**config.mk**
```make
export PLATFORM = sky130hd
export DESIGN_NAME = seg_scan_display
export DESIGN_NICKNAME = d
export VERILOG_FILES = /design/src/rtl/seg_pkg.sv /design/src/rtl/seg_hex_decode.sv /design/src/rtl/seg_scan_display.sv
export SDC_FILE = /design/constraint.sdc
export NUM_CORES = 1
export LEC_CHECK = 0
export BUFFER_PORTS_ARGS = -buffer_cell sky130_fd_sc_hd__buf_2
export CORE_UTILIZATION = 57
export CTS_CLUSTER_SIZE = 28
export DETAILED_ROUTE_END_ITERATION = 10
export GPL_TIMING_DRIVEN = 1
export PLACE_DENSITY_LB_ADDON = 0.2
export SYNTH_ARGS = -nofsm -noshare
export SYNTH_HDL_FRONTEND = slang
export SYNTH_HIERARCHICAL = 1
export SYNTH_SLANG_ARGS = --single-unit
export TNS_END_PERCENT = 100
```
**constraint.sdc**
```tcl
create_clock -name clk -period 2.6 [get_ports clk]
set_input_delay 0.26 -clock clk [delete_from_list [all_inputs] [get_ports clk]]
set_output_delay 0.26 -clock clk [all_outputs]
set_load 0.01 [all_outputs]
```
**src/rtl/seg_pkg.sv**
```systemverilog
`default_nettype none
// ============================================================================
// Module      : seg_pkg
// Description : Shared constants and types for the multiplexed seven-segment
//               scanner: hex-to-segment table, segment bit positions, the
//               per-digit register record and the blink phase encoding.
// Ports       : none (package)
// Revision    : 1.0  initial release
// ============================================================================
package seg_pkg;

    // Segment bit positions inside the 8-bit pattern {a,b,c,d,e,f,g,dp}.
    localparam int SEG_A_BIT  = 7;
    localparam int SEG_B_BIT  = 6;
    localparam int SEG_C_BIT  = 5;
    localparam int SEG_D_BIT  = 4;
    localparam int SEG_E_BIT  = 3;
    localparam int SEG_F_BIT  = 2;
    localparam int SEG_G_BIT  = 1;
    localparam int SEG_DP_BIT = 0;

    localparam logic [7:0] SEG_ALL_OFF = 8'h00;

    // Active-high a..g patterns, entry n occupies bits [8n+7:8n].
    // Listed from F (most significant) down to 0.
    localparam logic [127:0] HEX_SEG_TABLE = {
        8'h8E, 8'h9E, 8'h7A, 8'h9C,   // F E d C
        8'h3E, 8'hEE, 8'hE6, 8'hFE,   // b A 9 8
        8'hE0, 8'hBE, 8'hB6, 8'h66,   // 7 6 5 4
        8'hF2, 8'hDA, 8'h60, 8'hFC    // 3 2 1 0
    };

    // Blink phase: HIDE darkens every digit whose blink_mask bit is set.
    typedef enum logic {
        BLINK_SHOW = 1'b0,
        BLINK_HIDE = 1'b1
    } blink_phase_e;

    // One entry of the digit register file.
    typedef struct packed {
        logic [3:0] value;
        logic       dp;
        logic       blank;
    } digit_t;

    function automatic logic [7:0] hex_to_seg(input logic [3:0] value);
        return HEX_SEG_TABLE[{value, 3'b000} +: 8];
    endfunction

endpackage
`default_nettype wire

```
**src/rtl/seg_hex_decode.sv**
```systemverilog
`default_nettype none
// ============================================================================
// Module      : seg_hex_decode
// Description : Combinational hex digit to active-high segment pattern.
// Ports       : value   in  4  hex value 0-F
//               dp      in  1  decimal point, ORed into bit 0
//               pattern out 8  {a,b,c,d,e,f,g,dp}, active high
// Revision    : 1.0  initial release
// ============================================================================
module seg_hex_decode
    import seg_pkg::*;
(
    input  logic [3:0] value,
    input  logic       dp,
    output logic [7:0] pattern
);

    always_comb begin
        pattern             = hex_to_seg(value);
        pattern[SEG_DP_BIT] = pattern[SEG_DP_BIT] | dp;
    end

endmodule
`default_nettype wire

```
**src/rtl/seg_scan_display.sv**
```systemverilog
`default_nettype none
// ============================================================================
// Module      : seg_scan_display
// Description : Time-multiplexed seven-segment display scanner with a digit
//               register file, PWM brightness, per-digit blinking and
//               leading-zero suppression.
// Ports       : clk          in   1     clock, all state on posedge
//               rst_n        in   1     asynchronous active-low reset
//               wr_en        in   1     digit register write strobe
//               wr_addr      in   AW    digit index, 0 = rightmost
//               wr_data      in   4     hex value
//               wr_dp        in   1     decimal point of addressed digit
//               wr_blank     in   1     force addressed digit dark
//               lz_suppress  in   1     leading-zero suppression enable
//               blink_mask   in   N     per-digit blink enable
//               brightness   in   4     duty level 0 (off) .. 15 (max)
//               seg          out  8     registered segments {a..g,dp}
//               way          out  N     registered one-hot digit enable
//               frame_tick   out  1     pulse at each scan-frame wrap
// Revision    : 1.0  initial release
// ============================================================================
module seg_scan_display
    import seg_pkg::*;
#(
    parameter int NUM_DIGITS   = 4,
    parameter int SLOT_W       = 10,
    parameter int BLINK_FRAMES = 64,
    parameter bit SEG_ACT_LOW  = 1'b0,
    parameter bit WAY_ACT_LOW  = 1'b0,
    localparam int AW          = (NUM_DIGITS > 1) ? $clog2(NUM_DIGITS) : 1
)(
    input  logic                  clk,
    input  logic                  rst_n,
    input  logic                  wr_en,
    input  logic [AW-1:0]         wr_addr,
    input  logic [3:0]            wr_data,
    input  logic                  wr_dp,
    input  logic                  wr_blank,
    input  logic                  lz_suppress,
    input  logic [NUM_DIGITS-1:0] blink_mask,
    input  logic [3:0]            brightness,
    output logic [7:0]            seg,
    output logic [NUM_DIGITS-1:0] way,
    output logic                  frame_tick
);

    localparam int                    FW         = (BLINK_FRAMES > 1) ? $clog2(BLINK_FRAMES) : 1;
    localparam logic [AW-1:0]         IDX_LAST   = AW'(NUM_DIGITS - 1);
    localparam logic [FW-1:0]         FRAME_LAST = FW'(BLINK_FRAMES - 1);
    localparam logic [7:0]            SEG_POL    = {8{SEG_ACT_LOW}};
    localparam logic [NUM_DIGITS-1:0] WAY_POL    = {NUM_DIGITS{WAY_ACT_LOW}};
    localparam digit_t                DIGIT_RST  = '{value: 4'h0, dp: 1'b0, blank: 1'b1};

    // ------------------------------------------------------------------
    // State
    // ------------------------------------------------------------------
    logic [SLOT_W-1:0]     cnt_q,        cnt_d;
    logic [AW-1:0]         idx_q,        idx_d;
    logic [FW-1:0]         frame_cnt_q,  frame_cnt_d;
    blink_phase_e          blink_q,      blink_d;
    digit_t                digit_q [NUM_DIGITS];
    digit_t                digit_d [NUM_DIGITS];
    logic [7:0]            seg_q,        seg_d;
    logic [NUM_DIGITS-1:0] way_q,        way_d;
    logic                  frame_tick_q, frame_tick_d;

    // ------------------------------------------------------------------
    // Scan timing: slot counter, digit index, frame and blink counters
    // ------------------------------------------------------------------
    logic cnt_wrap;
    logic frame_wrap;

    always_comb begin
        cnt_wrap     = &cnt_q;
        frame_wrap   = cnt_wrap && (idx_q == IDX_LAST);

        cnt_d        = cnt_q + SLOT_W'(1);
        idx_d        = idx_q;
        frame_cnt_d  = frame_cnt_q;
        blink_d      = blink_q;
        frame_tick_d = frame_wrap;

        if (cnt_wrap) begin
            idx_d = (idx_q == IDX_LAST) ? '0 : idx_q + AW'(1);
        end

        if (frame_wrap) begin
            if (frame_cnt_q == FRAME_LAST) begin
                frame_cnt_d = '0;
                blink_d     = (blink_q == BLINK_SHOW) ? BLINK_HIDE : BLINK_SHOW;
            end else begin
                frame_cnt_d = frame_cnt_q + FW'(1);
            end
        end
    end

    // ------------------------------------------------------------------
    // Digit register file
    // ------------------------------------------------------------------
    logic addr_ok;

    always_comb begin
        // Out-of-range addresses only exist when NUM_DIGITS is not a power of two.
        addr_ok = (32'(wr_addr) < NUM_DIGITS);
        for (int i = 0; i < NUM_DIGITS; i++) begin
            digit_d[i] = digit_q[i];
            if (wr_en && addr_ok && (32'(wr_addr) == i)) begin
                digit_d[i] = '{value: wr_data, dp: wr_dp, blank: wr_blank};
            end
        end
    end

    // ------------------------------------------------------------------
    // Leading-zero detection: a digit qualifies when it and every digit
    // to its left hold value 0 with no dp and no blank. Digit 0 always shows.
    // ------------------------------------------------------------------
    logic [NUM_DIGITS-1:0] lz_dark;

    always_comb begin
        logic zero_run;
        lz_dark  = '0;
        zero_run = 1'b1;
        for (int i = NUM_DIGITS - 1; i >= 0; i--) begin
            zero_run = zero_run && (digit_q[i].value == 4'h0) &&
                       !digit_q[i].dp && !digit_q[i].blank;
            if (i != 0) begin
                lz_dark[i] = zero_run;
            end
        end
    end

    // ------------------------------------------------------------------
    // Scan path: pick the current digit, decode, gate, apply polarity
    // ------------------------------------------------------------------
    digit_t     cur_digit;
    logic [7:0] hex_pattern;
    logic [3:0] duty_top;
    logic       duty_on;
    logic       dark;

    assign cur_digit = digit_q[idx_q];

    seg_hex_decode u_hex_decode (
        .value   (cur_digit.value),
        .dp      (cur_digit.dp),
        .pattern (hex_pattern)
    );

    always_comb begin
        duty_top = cnt_q[SLOT_W-1 -: 4];
        // top == 0 keeps every slot dark for its first sixteenth so the
        // previous digit's segments cannot ghost onto the newly enabled one.
        duty_on  = (duty_top != 4'd0) && (duty_top <= brightness);

        dark = !duty_on
            || cur_digit.blank
            || (lz_suppress && lz_dark[idx_q])
            || ((blink_q == BLINK_HIDE) && blink_mask[idx_q]);

        // Polarity is folded in only at the register input.
        seg_d = (dark ? SEG_ALL_OFF : hex_pattern) ^ SEG_POL;
        way_d = (NUM_DIGITS'(1) << idx_q) ^ WAY_POL;
    end

    // ------------------------------------------------------------------
    // Registers
    // ------------------------------------------------------------------
    always_ff @(posedge clk or negedge rst_n) begin
        if (!rst_n) begin
            cnt_q        <= '0;
            idx_q        <= '0;
            frame_cnt_q  <= '0;
            blink_q      <= BLINK_SHOW;
            seg_q        <= SEG_ALL_OFF ^ SEG_POL;
            way_q        <= WAY_POL;
            frame_tick_q <= 1'b0;
            for (int i = 0; i < NUM_DIGITS; i++) begin
                digit_q[i] <= DIGIT_RST;
            end
        end else begin
            cnt_q        <= cnt_d;
            idx_q        <= idx_d;
            frame_cnt_q  <= frame_cnt_d;
            blink_q      <= blink_d;
            seg_q        <= seg_d;
            way_q        <= way_d;
            frame_tick_q <= frame_tick_d;
            for (int i = 0; i < NUM_DIGITS; i++) begin
                digit_q[i] <= digit_d[i];
            end
        end
    end

    assign seg        = seg_q;
    assign way        = way_q;
    assign frame_tick = frame_tick_q;

endmodule
`default_nettype wire

```
==> results <==
- The run finished with clean final reports.
- TritonCTS built the clock tree.
- The net count after synthesis is 264.
- The number of gates resized after CTS was 0.
- The final routed wirelength across all metal layers is 4900 um.
- The power per standard cell area is 566 nW/um2.
- Summing the areas of all compound-gate instances in the mapped netlist gives 5.28% of the synthesized area.
- The total setup violations reported at the end of the flow is 0.
- The buffer levels on the longest clock path is 2.
- Clock skew on the completed layout was measured at 0.00527 ns.
- The critical path required time is 2.83 ns.
- A synthesized cell averages 12.4 um2.
- At the later pin of the worst-skew pair, clock insertion delay measures 0.31 ns.
- The transition at the pin with the smallest max-transition slack is 0.605 ns.
- The floorplan has 25 rows.
- The proportion of synthesized area in mux cells is 16.9%.
- Entering global routing, the biggest net connects 37 pins.
- The number of antenna violations at the first check in global routing was 0.
- Post-CTS timing repair inserted 0 buffers for setup.
- Across the run, the number of max-cap violations was 0.
- The detail route stage leaves a number of antenna-violating nets equal to 0.
- The first global-routing pass estimated 8220 um of wire.
- The worst setup path is captured at a register.
- Counting flops and latches in the post-synthesis netlist gives 56.
- The number of flops mapped to enable cells by yosys is 0.
- The total global routing overflow is 0.
- The most instantiated flip-flop cell in the synthesis netlist is sky130_fd_sc_hd__dfrtp_1.
- The DRC violation count after routing is 0.
- The number of ports placed on the die boundary is 33.
- The number of global-route vias before repair is 1,686.
- The biggest area contributor in the post-synthesis netlist is sky130_fd_sc_hd__dfrtp_1.
- The number of nets in the finished design is 302.
- The leakage dissipation is 1.48 nW.
- Subtracting the final worst setup slack from the clock period gives 2.16 ns.
- The initial core utilization is 59.3%.
- Across all layers, the routed design uses 1,830 vias.
- After synthesis, the largest family of logic cells by area is multiplexers.
- Global routing used 20.8% of the available tracks.
- The routability-driven placement congestion ratio is 0.865.
- The estimated wirelength of the detail-placed design is 3570 um.
- For this run, the number of Yosys warnings is 6.
- The clock transition at the registers of the reported paths is 0.10 ns.
- Counting cells, the worst reg-to-reg path comes to 5.
- The count of cells in the finished layout, fillers not included, comes to 332.
- Of the total synthesized cell area, the portion taken by AND, OR, NAND and NOR gates is 13.4%.
- The worst hold path cell count is 2.
- Setup repair after global routing left no endpoint under its margin.
- The type of origin of the critical path is a register.
- The area of the core region is 4750 um2.
- In this run the horizontal extent of the chip is 72.3 um.
- The setup TNS after final layout is 0 ns.
- Yosys attributes the largest share of cell area to sky130_fd_sc_hd__dfrtp_1, sky130_fd_sc_hd__mux2_2, sky130_fd_sc_hd__ha_1, sky130_fd_sc_hd__mux4_1, sky130_fd_sc_hd__dfstp_2.
- In this run, placement finished with an instance count of 324.
- The area share of the leading cell type in the synthesized netlist is 46.1%.
- The tightest slew margin relative to the limit is 59.5%.
- In the final layout, the share of cells above drive strength 1 is 28.7%.
- The setup path with the least slack is of type register to register.
- The tightest min-delay check is of the input pin to register type.
- The final critical path takes up 83.0% of the cycle.
- The sink count of the clock tree is 56.
- The final hold violation count is 0.
- The die height is 72.3 um.
- The wire length per cell after detailed routing is 14.8 um.
- The async set-or-reset flop fraction in the synthesized netlist is 100%.
- The synthesized netlist contains 42 unique library cells.
- The top achievable clock speed is 464 MHz.
- Along the worst path, the maximum fanout reaches 13.
- The overall die area is 5230 um2.
- IR analysis of the VDD net gives a maximum drop of 0.344 mV.
- After detailed routing, the number of vias per cell comes to 5.51.
- The post-synthesis sequential area ratio is 49.9%.
- The endpoint arrival time on the critical path is 2.38 ns.
- The count of buffers from port buffering is 32.
- The number of pins with negative max-slew slack in the final report came to 0.
- After technology mapping, the gate count stands at 227.
- The completed layout was analyzed and its total power is 1.78 mW.
- Summing the areas of all xor and xnor instances in the mapped netlist gives 3.42% of the synthesized area.
- The starting DRC count in detailed routing is 97.
- The synthesized netlist devotes 7.54% of its cell area to adder and majority cells.
- The area growth from synthesis to layout is 11.4%.
- CTS built an H-tree with a depth of 2.
- The post-synth design cell area is 2820 um2.
- The diode insertion count for antenna repair is 0.
- The cell sitting at the root of the clock tree is a sky130_fd_sc_hd__clkbuf_8.
- The clock buffer count from CTS is 5.
- The number of hold buffers added after CTS is 1.
- The first TritonRoute pass finished after 4 iterations.
-- path summary, 6_finish.rpt --
kind                            start  slack [ns]        endpoint
max                          idx_q[0]        0.44          seg[3]
max reg2reg                  idx_q[0]        0.44          seg[3]
min                        wr_data[2]        0.21     digit_q[10]
max in group asynchronous       rst_n        1.34     digit_q[12]
min reg2reg                  cnt_q[0]        0.47        cnt_q[0]
min in group asynchronous       rst_n        0.41  frame_cnt_q[0]
-- placed cells by master, fill, tap and decap left out, drive strengths merged --
cell type,instances
clkinvlp,1
o32a,1
mux4,7
inv,17
or3,4
nor3,5
xor2,4
nor2,5
nor4,3
and2b,2
a21o,1
dlygate4sd3,1
mux2,25
a31oi,2
nor4b,1
and4b,1
and3,5
nand2b,1
or2,1
nand3b,2
ha,17
a211oi,3
dfrtp,52
o21ai,9
and2,2
a21oi,7
dfstp,4
buf,35
and4,2
mux2i,1
nor3b,10
clkbuf,5
nand4,1
a22oi,1
xnor2,7
nand2,14
nand3,6
-- metal layers --
layer,routed length [um],vias to the layer above,track usage [%]
met1,2450,893,30.5
met4,85,0,7.63
met2,2190,45,30.7
met3,176,8,4.31
li1,-,884,-
met5,0,-,0
-- power by group --
part           switching, mW  internal [mW]
Combinational          0.140          0.163
Clock                  0.280          0.188
Sequential            0.0568          0.950
-- state kept, by name, indices dropped and copies added, names as in the netlist --
name,cells
cnt_q,10
frame_cnt_q,6
blink_q,1
way,4
frame_tick,1
seg,8
digit_q,24
idx_q,2
-- synth_stat cells, types with 5 or more instances --
master,count
sky130_fd_sc_hd__dfrtp_1,52
sky130_fd_sc_hd__mux2_2,24
sky130_fd_sc_hd__ha_1,17
sky130_fd_sc_hd__inv_1,16
sky130_fd_sc_hd__nand2_1,14
sky130_fd_sc_hd__nor3b_1,9
sky130_fd_sc_hd__a21oi_1,7
sky130_fd_sc_hd__xnor2_1,7
sky130_fd_sc_hd__mux4_1,6
sky130_fd_sc_hd__nand3_1,6
sky130_fd_sc_hd__and3_1,5
sky130_fd_sc_hd__nor2_1,5
sky130_fd_sc_hd__nor3_1,5
sky130_fd_sc_hd__o21ai_0,5
-- logic make-up after synthesis --
kind of cell	count (synthesis)
compound gates	24
flops	56
buf+inv	21
fa+ha+maj	17
simple gates	65
mux	33
xor+xnor	11
-- stage by stage --
stage	area (um2)	setup slack, ns	hold slack [ns]	utilization [%]
after floorplan	2820	0.510	-0.0356	-
after CTS	3140	0.478	0.210	66.1
after global placement	3050	0.572	0.232	64.1
final	3140	0.443	0.212	66.1
after global routing	3140	0.316	0.216	66.1
after detailed placement	3050	0.502	0.234	64.1
-- layout make-up --
class / instances / area, um2
clock inverter: 2 / 16.3
timing repair buffer: 36 / 193
clock buffer: 5 / 68.8
sequential: 56 / 1410
multi-input combinational: 150 / 1310
fill: 393 / 1610
inverter: 16 / 60.1
tap: 67 / 83.8
-- critical path, cell delays in order (launching register included) --
cell and delay (ns):
sky130_fd_sc_hd__dfrtp_1 0.45, sky130_fd_sc_hd__buf_4 0.23, sky130_fd_sc_hd__mux4_1 0.80, sky130_fd_sc_hd__and2b_1 0.29, sky130_fd_sc_hd__o32a_1 0.12, sky130_fd_sc_hd__nor3b_1 0.19
Power figures use the tool's default switching activity.
